File: src/rtl/multi_pipeline_controller.sv
// Byte-stream command decoder driving per-pipeline write/commit/swap/reset strobes.
// Optional trailing XOR checksum byte per command when CTRL_CHECKSUM_EN is defined.
module multi_pipeline_controller #(
  parameter int unsigned N_PIPELINES    = 2,
  parameter int unsigned N_BLOCKS       = 32,
  parameter int unsigned DATA_WIDTH     = 16,
  parameter int unsigned INSTR_WIDTH    = 32,
  parameter int unsigned REG_ADDR_WIDTH = 4,
  parameter int unsigned TIMEOUT_CYCLES = 65535,
  localparam int unsigned BW = $clog2(N_BLOCKS),
  localparam int unsigned PW = $clog2(N_PIPELINES),
  localparam int unsigned RW = BW + REG_ADDR_WIDTH
) (
  input  logic                     clk,
  input  logic                     reset,
  input  logic [7:0]               in_byte_i,
  input  logic                     in_ready_i,
  output logic                     next_o,
  output logic [BW-1:0]            block_target_o,
  output logic [RW-1:0]            reg_target_o,
  output logic [DATA_WIDTH-1:0]    data_out_o,
  output logic [INSTR_WIDTH-1:0]   instr_out_o,
  output logic [2*DATA_WIDTH-1:0]  delay_out_o,
  output logic [N_PIPELINES-1:0]   instr_write_o,
  output logic [N_PIPELINES-1:0]   reg_write_o,
  output logic [N_PIPELINES-1:0]   reg_commit_o,
  output logic [N_PIPELINES-1:0]   alloc_delay_o,
  output logic [N_PIPELINES-1:0]   pipeline_reset_o,
  output logic [N_PIPELINES-1:0]   full_reset_o,
  input  logic [N_PIPELINES-1:0]   regfile_syncing_i,
  input  logic [N_PIPELINES-1:0]   resetting_i,
  input  logic                     swapping_i,
  output logic [N_PIPELINES-1:0]   enables_o,
  output logic [PW-1:0]            active_pipe_o,
  output logic                     swap_o,
  output logic                     set_input_gain_o,
  output logic                     set_output_gain_o,
  output logic                     invalid_o,
  output logic                     timeout_o,
  output logic [7:0]               status_o,
  output logic [7:0]               state_o
);

  localparam int unsigned DB = DATA_WIDTH / 8;
  localparam int unsigned IB = INSTR_WIDTH / 8;
  localparam int unsigned LB = 2 * DATA_WIDTH / 8;
  localparam int unsigned TW = $clog2(TIMEOUT_CYCLES + 1);

  localparam logic [3:0] OpWrInstr = 4'd1;
  localparam logic [3:0] OpWrReg   = 4'd2;
  localparam logic [3:0] OpCommit  = 4'd3;
  localparam logic [3:0] OpAlloc   = 4'd4;
  localparam logic [3:0] OpSwap    = 4'd5;
  localparam logic [3:0] OpRstPipe = 4'd6;
  localparam logic [3:0] OpInGain  = 4'd7;
  localparam logic [3:0] OpOutGain = 4'd8;

`ifdef CTRL_CHECKSUM_EN
  typedef enum logic [3:0] {
    StReady = 4'd0, StDecode = 4'd1, StGetBlock = 4'd2, StGetReg = 4'd3, StGetData = 4'd4,
    StGetInstr = 4'd5, StGetDelay = 4'd6, StGetCheck = 4'd7, StExec = 4'd8, StRegWait = 4'd9,
    StSwapWait = 4'd10, StResetWait = 4'd11
  } state_e;
`else
  typedef enum logic [3:0] {
    StReady = 4'd0, StDecode = 4'd1, StGetBlock = 4'd2, StGetReg = 4'd3, StGetData = 4'd4,
    StGetInstr = 4'd5, StGetDelay = 4'd6, StExec = 4'd8, StRegWait = 4'd9,
    StSwapWait = 4'd10, StResetWait = 4'd11
  } state_e;
`endif

  state_e                    state_q, state_d;
  logic [7:0]                cmd_q;
  logic [BW-1:0]             block_q;
  logic [REG_ADDR_WIDTH-1:0] reg_q;
  logic [DATA_WIDTH-1:0]     data_q;
  logic [INSTR_WIDTH-1:0]    instr_q;
  logic [2*DATA_WIDTH-1:0]   delay_q;
  logic [7:0]                cnt_q, cnt_d;
  logic [TW-1:0]             tmo_q;
  logic                      skip_q;
  logic [N_PIPELINES-1:0]    enables_q, enables_d;
  logic [PW-1:0]             active_q, active_d;
  logic [7:0]                status_q, status_d;
`ifdef CTRL_CHECKSUM_EN
  logic [7:0]                csum_q;
`endif

  logic [3:0]             op, pidx;
  logic [N_PIPELINES-1:0] p_oh, old_oh;
  logic                   in_get, accept, tmo_hit;

  assign op     = cmd_q[7:4];
  assign pidx   = cmd_q[3:0];
  assign p_oh   = N_PIPELINES'(1) << pidx;
  assign old_oh = N_PIPELINES'(1) << active_q;

  // Where a command goes once all its payload bytes are in.
  function automatic state_e after_fields(input logic [3:0] opc);
`ifdef CTRL_CHECKSUM_EN
    return (opc == OpWrReg) ? StGetCheck : StGetCheck;
`else
    return (opc == OpWrReg) ? StRegWait : StExec;
`endif
  endfunction

  always_comb begin
    in_get = 1'b0;
    case (state_q)
      StGetBlock, StGetReg, StGetData, StGetInstr, StGetDelay: in_get = 1'b1;
`ifdef CTRL_CHECKSUM_EN
      StGetCheck: in_get = 1'b1;
`endif
      default: in_get = 1'b0;
    endcase
  end

  // skip_q blanks in_ready for the cycle following a consumed byte.
  assign accept  = in_ready_i && !skip_q && !reset && (state_q == StReady || in_get);
  assign tmo_hit = in_get && !accept && (tmo_q == TW'(TIMEOUT_CYCLES - 1));
  assign next_o  = accept;

  always_comb begin
    state_d           = state_q;
    cnt_d             = cnt_q;
    enables_d         = enables_q;
    active_d          = active_q;
    status_d          = status_q;
    instr_write_o     = '0;
    reg_write_o       = '0;
    reg_commit_o      = '0;
    alloc_delay_o     = '0;
    pipeline_reset_o  = '0;
    full_reset_o      = '0;
    swap_o            = 1'b0;
    set_input_gain_o  = 1'b0;
    set_output_gain_o = 1'b0;
    invalid_o         = 1'b0;
    timeout_o         = 1'b0;
    if (tmo_hit) begin
      timeout_o = 1'b1;
      status_d  = {pidx, 4'h3};
      state_d   = StReady;
    end else begin
      case (state_q)
        StReady: if (accept) state_d = StDecode;
        StDecode: begin
          if (op == 4'd0 || op > OpOutGain) begin
            invalid_o = 1'b1;
            status_d  = 8'h02;
            state_d   = StReady;
          end else if ((op != OpInGain && op != OpOutGain && 32'(pidx) >= N_PIPELINES) ||
                       (op == OpSwap && pidx == 4'(active_q))) begin
            invalid_o = 1'b1;
            status_d  = {pidx, 4'h2};
            state_d   = StReady;
          end else if (op == OpWrInstr || op == OpWrReg) begin
            state_d = StGetBlock;
          end else if (op == OpAlloc || op == OpInGain || op == OpOutGain) begin
            state_d = StGetData;
            cnt_d   = 8'(DB - 1);
          end else begin
            state_d = after_fields(op);
          end
        end
        StGetBlock: if (accept) begin
          if (op == OpWrInstr) begin
            state_d = StGetInstr;
            cnt_d   = 8'(IB - 1);
          end else begin
            state_d = StGetReg;
          end
        end
        StGetReg: if (accept) begin
          state_d = StGetData;
          cnt_d   = 8'(DB - 1);
        end
        StGetData: if (accept) begin
          if (cnt_q != 8'd0) begin
            cnt_d = cnt_q - 8'd1;
          end else if (op == OpAlloc) begin
            state_d = StGetDelay;
            cnt_d   = 8'(LB - 1);
          end else begin
            state_d = after_fields(op);
          end
        end
        StGetInstr, StGetDelay: if (accept) begin
          if (cnt_q != 8'd0) cnt_d = cnt_q - 8'd1;
          else state_d = after_fields(op);
        end
`ifdef CTRL_CHECKSUM_EN
        StGetCheck: if (accept) begin
          if (in_byte_i == csum_q) begin
            state_d = (op == OpWrReg) ? StRegWait : StExec;
          end else begin
            invalid_o = 1'b1;
            status_d  = {pidx, 4'h4};
            state_d   = StReady;
          end
        end
`endif
        StExec: begin
          status_d = {pidx, 4'h1};
          state_d  = StReady;
          case (op)
            OpWrInstr: instr_write_o     = p_oh;
            OpCommit:  reg_commit_o      = p_oh;
            OpAlloc:   alloc_delay_o     = p_oh;
            OpRstPipe: pipeline_reset_o  = p_oh;
            OpInGain:  set_input_gain_o  = 1'b1;
            OpOutGain: set_output_gain_o = 1'b1;
            OpSwap: begin
              enables_d    = enables_q | p_oh;
              swap_o       = 1'b1;
              reg_commit_o = p_oh;
              status_d     = status_q;
              state_d      = StSwapWait;
            end
            default: ;
          endcase
        end
        StRegWait: if (!swapping_i && !(|(regfile_syncing_i & p_oh))) begin
          reg_write_o = p_oh;
          status_d    = {pidx, 4'h1};
          state_d     = StReady;
        end
        StSwapWait: if (!swapping_i) begin
          active_d     = PW'(pidx);
          enables_d    = enables_q & ~old_oh;
          full_reset_o = old_oh;
          state_d      = StResetWait;
        end
        StResetWait: if (resetting_i == '0) begin
          status_d = {pidx, 4'h1};
          state_d  = StReady;
        end
        default: state_d = StReady;
      endcase
    end
  end

  always_ff @(posedge clk) begin
    if (reset) begin
      state_q   <= StReady;
      cmd_q     <= '0;
      block_q   <= '0;
      reg_q     <= '0;
      data_q    <= '0;
      instr_q   <= '0;
      delay_q   <= '0;
      cnt_q     <= '0;
      tmo_q     <= '0;
      skip_q    <= 1'b0;
      enables_q <= N_PIPELINES'(1);
      active_q  <= '0;
      status_q  <= '0;
`ifdef CTRL_CHECKSUM_EN
      csum_q    <= '0;
`endif
    end else begin
      state_q   <= state_d;
      cnt_q     <= cnt_d;
      skip_q    <= accept;
      enables_q <= enables_d;
      active_q  <= active_d;
      status_q  <= status_d;
      tmo_q     <= (in_get && !accept) ? tmo_q + TW'(1) : '0;
      if (accept) begin
        case (state_q)
          StReady:    cmd_q   <= in_byte_i;
          StGetBlock: block_q <= in_byte_i[BW-1:0];
          StGetReg:   reg_q   <= in_byte_i[REG_ADDR_WIDTH-1:0];
          StGetData:  data_q  <= DATA_WIDTH'({data_q, in_byte_i});
          StGetInstr: instr_q <= INSTR_WIDTH'({instr_q, in_byte_i});
          StGetDelay: delay_q <= (2*DATA_WIDTH)'({delay_q, in_byte_i});
          default: ;
        endcase
`ifdef CTRL_CHECKSUM_EN
        csum_q <= (state_q == StReady) ? in_byte_i : (csum_q ^ in_byte_i);
`endif
      end
    end
  end

  assign block_target_o = block_q;
  assign reg_target_o   = {block_q, reg_q};
  assign data_out_o     = data_q;
  assign instr_out_o    = instr_q;
  assign delay_out_o    = delay_q;
  assign enables_o      = enables_q;
  assign active_pipe_o  = active_q;
  assign status_o       = status_q;
  assign state_o        = 8'(state_q);

endmodule

File: config.mk
export PLATFORM = sky130hd
export DESIGN_NAME = multi_pipeline_controller
export DESIGN_NICKNAME = d
export VERILOG_FILES = /design/src/rtl/multi_pipeline_controller.sv
export SDC_FILE = /design/constraint.sdc
export NUM_CORES = 1
export LEC_CHECK = 0
export BUFFER_PORTS_ARGS = -buffer_cell sky130_fd_sc_hd__buf_2
export CAP_MARGIN = 15
export CORE_ASPECT_RATIO = 0.9
export CORE_MARGIN = 4
export CORE_UTILIZATION = 50
export CTS_CLUSTER_DIAMETER = 80
export CTS_CLUSTER_SIZE = 40
export DETAILED_ROUTE_END_ITERATION = 6
export PLACE_DENSITY = 0.76
export SYNTH_ARGS = -nofsm -noshare
export SYNTH_HDL_FRONTEND = slang
export SYNTH_SLANG_ARGS = --single-unit
File: constraint.sdc
create_clock -name clk -period 3 [get_ports clk]
set_clock_uncertainty 0.1 [all_clocks]
set_input_delay 0.3 -clock clk [delete_from_list [all_inputs] [get_ports clk]]
set_output_delay 0.3 -clock clk [all_outputs]
set_load 0.02 [all_outputs]
==> results of run 1 <==
layout make-up:
cell class,count,share of cell area
clock buffers,22,0.06510
clock inverters,10,0.01941
multi-input cells,532,0.3956
well taps,156,0.02679
inverters,13,0.006699
repair buffers,158,0.1151
flip-flops and latches,135,0.3713
path summary, 6_finish.rpt:
kind,start,to,slack (ns),depth (start not counted)
max,state_q[0],invalid_o,0.13,5
min,in_byte_i[7],delay_out_o[7],0.1,3
max reg2reg,cmd_q[4],cnt_q[0],0.27,5
min reg2reg,instr_out_o[31],instr_out_o[31],0.35,2
cells by family after synthesis:
group           synth area share
mux                      0.05313
simple gates              0.2603
compound gates            0.1389
xor+xnor                 0.02539
buf+inv                  0.05227
other cells            0.0006395
flops                     0.4608
fa+ha+maj               0.008535
flip-flops by register name (all words and copies together) (netlist names):
name and cells:
active_pipe_o 1, block_target_o 5, cmd_q 8, cnt_q 8
data_out_o 16, delay_out_o 32, enables_o 2, instr_out_o 32
reg_q 4, skip_q 1, state_q 4, status_o 6
tmo_q 16
worst max-delay path, stage by stage, from the launching register on:
cell and delay, ns:
dfxtp_1 0.71, or4b_1 0.52, nor4_1 0.35, a31oi_1 0.17, inv_1 0.14, buf_2 0.17
cell usage after synthesis (2+ instances only):
cell type  instances
a211oi_1           9
a21oi_1           76
a311oi_1           3
a31oi_1            3
and2_1             2
and3_1             3
buf_2              5
buf_4             12
clkbuf_1          37
dfxtp_1          135
ha_1               4
inv_1             13
mux2i_1           30
nand2_1          174
nand2b_1           8
nand3_1           15
nand3b_1           2
nand4_1            5
nor2_1            80
nor2b_1            5
nor3_1             9
nor3b_1            3
nor4_1             7
nor4b_1            3
nor4b_2            2
o211ai_1           7
o21a_1             2
o21ai_0           16
o21ai_1            9
or2_2              2
or3_1              5
or4_1              2
or4b_2             2
xnor2_1            6
xor2_1            11
routing by layer:
metal | vias to the layer above | GRT usage | wire length [um]
met3 | 28 | 0.06531 | 1107
met1 | 2494 | 0.3198 | 7148
met5 | - | 0 | 0
li1 | 2711 | - | -
met2 | 191 | 0.3384 | 6691
met4 | 0 | 0.06418 | 314
per-stage QoR:
stage,hold WS (ns),util,power (mW)
3_3_place_gp,0.3399,0.5830,3.221
5_1_grt,0.1051,0.6371,5.603
3_5_place_dp,0.3430,0.5830,3.224
2_1_floorplan,0.3086,-,2.905
6_report,0.09896,0.6371,5.352
4_1_cts,0.09072,0.6368,5.364
power groups by stage:
stage / registers (mW) / logic [mW] / clock network, mW
4_1_cts: 2.07 / 1.13 / 2.17
6_report: 2.07 / 1.14 / 2.14
2_1_floorplan: 2.04 / 0.865 / 0
5_1_grt: 2.10 / 1.26 / 2.24
3_3_place_gp: 2.10 / 1.12 / 0
3_5_place_dp: 2.10 / 1.12 / 0
==> results.yml, run 1 <==
status:
  status: "complete, no violations"
grt:
  grt_max_degree: 99
  grt_pass1_wl_um: 25130
  antenna_found_initial: 0
  grtUsageTotal: 0.2270
  grt_pass1_vias: 5010
  gr-total-overflow: 0
finish:
  multi_input_area_um2: 2882
  drive_above_1_share: 0.2356
  area_growth_pct: 24.22
  seq_area_um2: 2705
  final_nets: 877
  antenna_cells: 0
  stdcell_count: 1026
  fill_cells: 1014
  final_common_cell: "nand2_1"
  final_cell_mix: "nand2_1, buf_2, dfxtp_1"
  design_area_um2: 7284
sta:
  worst_pin_slew_ns: 1.009
  setup_tns_ns: 0
  slew_headroom: 0.3275
  hold_violations: 0
  clock.fmax_mhz: 348.8
  grt_setup_unrepaired: "no"
  period_needed_ns: 2.867
  setup_viol: 0
  fin_ws_ns: 0.1333
  final_max_slew_viol_count: 0
  finalCritPeriodShare: 0.9556
drt:
  antenna_left: 0
  drc: 0
  vias_per_cell: 5.287
  wire_per_inst_um: 14.87
  drt-total-wl_um: 15260
  drt_iter0_drc: 482
  vias: 5424
  first_pass_iters: 5
clock_network:
  numCtsBuffers: 17
  cts_tree: "built"
  h-tree-depth: 4
  cts_sinks: 135
  clock_latency_ns: 0.41
  cts_resized: 0
  hold_buffers: 0
  cts_max_path_buffers: 2
  path_clk_slew_ns: 0.06
  cts-root-buf: "clkbuf_16"
  post_cts_buffers: 0
power_and_ir_drop:
  p_sw_frac: 0.3069
  internal_power_mw: 3.709
  switchingPower_mw: 1.643
  ir_worst_vdd_uv: 444.8
  p_leak_nw: 2.996
  clock_power_share: 0.400
  seqPwrFrac: 0.387
  powerDensity_nw_per_um2: 734.7
  comb_power_share: 0.213
place:
  dpl_worst_slack_ns: 0.2988
  place_area_um2: 6666
  hpwlAfterDp_um: 10540
  portBuffers: 140
  gp_congestion: 0.9050
  dp_cells: 994
critical_path:
  cp.required_ns: 2.60
  cp_max_fo: 19
  start_kind: "flop"
  crit_type: "reg2out"
  crit_path_end_kind: "output pin"
  critical_path_arrival_ns: 2.47
logic_synthesis:
  synth_top_area_frac: 0.4608
  synth_area_leaders: "dfxtp_1, nand2_1, a21oi_1"
  netlist_instances: 730
  seq_area_frac_synth: 0.4608
  yosys.area.top_type: "dfxtp_1"
  syn_area_um2: 5864
  synth_warnings: 0
  async_flop_share: 0
  synth_top_flop_cell: "dfxtp_1"
  avgSynthCellArea_um2: 8.033
  yosysUniqueCellTypes: 58
  synth-edff-count: 0
  synth-seq-cells: 135
floorplan:
  rows: 37
  fp.dieH_um: 110.7
  io_pins: 147
  initial_utilization: 0.5129
  die_x_um: 122.2
  die_area_um2: 13530
  core_um2: 11430
min_path:
  hp-class: "in2reg"
run:
  maxCapViolCount: 0
No activity file was read; power rests on OpenSTA's default activity.
==> run 2, diff against run 1 <==
--- a/config.mk
+++ b/config.mk
@@ -5,9 +5,9 @@
 export SDC_FILE = /design/constraint.sdc
 export NUM_CORES = 1
 export LEC_CHECK = 0
-export BUFFER_PORTS_ARGS = -buffer_cell sky130_fd_sc_hd__buf_2
+export BUFFER_PORTS_ARGS = -buffer_cell sky130_fd_sc_hd__buf_4
 export CAP_MARGIN = 15
-export CORE_ASPECT_RATIO = 0.9
+export CORE_ASPECT_RATIO = 0.7
 export CORE_MARGIN = 4
 export CORE_UTILIZATION = 50
 export CTS_CLUSTER_DIAMETER = 80
@@ -17,3 +17,4 @@
 export SYNTH_ARGS = -nofsm -noshare
 export SYNTH_HDL_FRONTEND = slang
 export SYNTH_SLANG_ARGS = --single-unit
+export TNS_END_PERCENT = 30
==> results.yml, run 2 (synthesis results as in run 1) <==
status:
  status: "complete, no violations"
floorplan:
  die_x_um: 137.4
  rows: 32
  core_um2: 11250
  io_pins: 147
  fp.dieH_um: 98.61
  initial_utilization: 0.5212
  die_area_um2: 13550
power_and_ir_drop:
  ir_worst_vdd_uv: 482.7
  p_leak_nw: 2.986
  powerDensity_nw_per_um2: 714.7
  p_total_mw: 5.447
clock_network:
  cts-root-buf: "clkbuf_16"
  cts_sinks: 135
  hold_buffers: 0
  numCtsBuffers: 17
  h-tree-depth: 4
  cts_max_path_buffers: 2
  post_cts_buffers: 0
  clock_latency_ns: 0.41
  path_clk_slew_ns: 0.06
  cts_resized: 0
  cts_tree: "built"
place:
  portBuffers: 140
  place_area_um2: 6988
  hpwlAfterDp_um: 11850
  gp_congestion: 0.9156
  dp_cells: 988
grt:
  grtUsageTotal: 0.2443
  grt_max_degree: 99
  grt_pass1_vias: 5054
  gr-total-overflow: 0
  antenna_found_initial: 0
  grt_pass1_wl_um: 26360
finish:
  design_area_um2: 7621
  stdcell_count: 1019
  antenna_cells: 0
  final_common_cell: "nand2_1"
  fill_cells: 908
  area_growth_pct: 29.96
  final_nets: 874
  drive_above_1_share: 0.2321
  final_cell_mix: "nand2_1, buf_4, dfxtp_1"
critical_path:
  critical_path_arrival_ns: 2.44
  slowest_stage: "dfxtp_1"
  worst-path-buf-inv: 3
  crit_chain: "buf_4 > nor4b_2 > nand2_1 > nor3b_2 > buf_4 > buf_4"
  max_stage_delay_ns: 0.50
  crit_path_end_kind: "output pin"
  cp_max_fo: 20
  path_delay_family: "simple AND/OR/NAND/NOR gates"
  start_kind: "flop"
  cp.required_ns: 2.60
  cpMostUsedCell: "buf_4"
  crit_type: "reg2out"
drt:
  drt-total-wl_um: 16640
  antenna_left: 0
  drc: 0
  wire_per_inst_um: 16.33
  vias: 5542
  drt_iter0_drc: 394
  first_pass_iters: 5
  vias_per_cell: 5.439
sta:
  slew_headroom: 0.3561
  setup_tns_ns: 0
  holdWs_ns: 0.07072
  final_max_slew_viol_count: 0
  hold_violations: 0
  grt_setup_unrepaired: "no"
  worst_pin_slew_ns: 0.9659
  period_needed_ns: 2.839
  setup_viol: 0
  finalCritPeriodShare: 0.9463
  clock.fmax_mhz: 352.3
run:
  maxCapViolCount: 0
min_path:
  hp-class: "in2reg"
run 2: final timing paths:
check                           slack [ns]            start  depth (start not counted)              end
worst max-delay path                  0.16       state_q[0]                          6           swap_o
worst min-delay path                  0.07     in_byte_i[7]                          3         cmd_q[7]
worst max register to register        0.24         cmd_q[6]                          6         cnt_q[0]
worst min register to register        0.36  delay_out_o[26]                          2  delay_out_o[26]
run 2: report_power, final:
part / switching, mW / leakage [nW] / internal [mW] / total (mW)
logic: 0.718 / 1.59 / 0.469 / 1.19
registers: 0.182 / 1.09 / 1.89 / 2.07
clock network: 0.759 / 0.302 / 1.43 / 2.19
run 2: final cells by class:
class	instances	area (um^2)	share of cell area
Timing Repair Buffer	155	1164	0.1527
Tap cell	153	191.4	0.02512
Clock buffer	20	456.7	0.05992
Multi-Input combinational cell	532	2887	0.3788
Clock inverter	11	171.4	0.02249
Sequential cell	135	2703	0.3546
Inverter	13	48.80	0.006403
run 2: worst min-delay path: stages:
cell	delay, ns
buf_4	0.12
nand2_1	0.05
o21ai_0	0.06
run 2: through the flow:
step	util	setup slack, ns
final	0.6774	0.1611
after global routing	0.6774	0.08697
after CTS	0.6769	0.09062
after detailed placement	0.6211	0.2838
after global placement	0.6211	0.3922
after floorplan	-	0.2945
run 2: per-layer routing:
layer,global-route usage,vias to the layer above,routed length (um)
met2,0.3699,203,7763
met4,0.09433,0,344
met3,0.05765,23,1162
li1,-,2700,-
met5,0,-,0
met1,0.3374,2616,7366
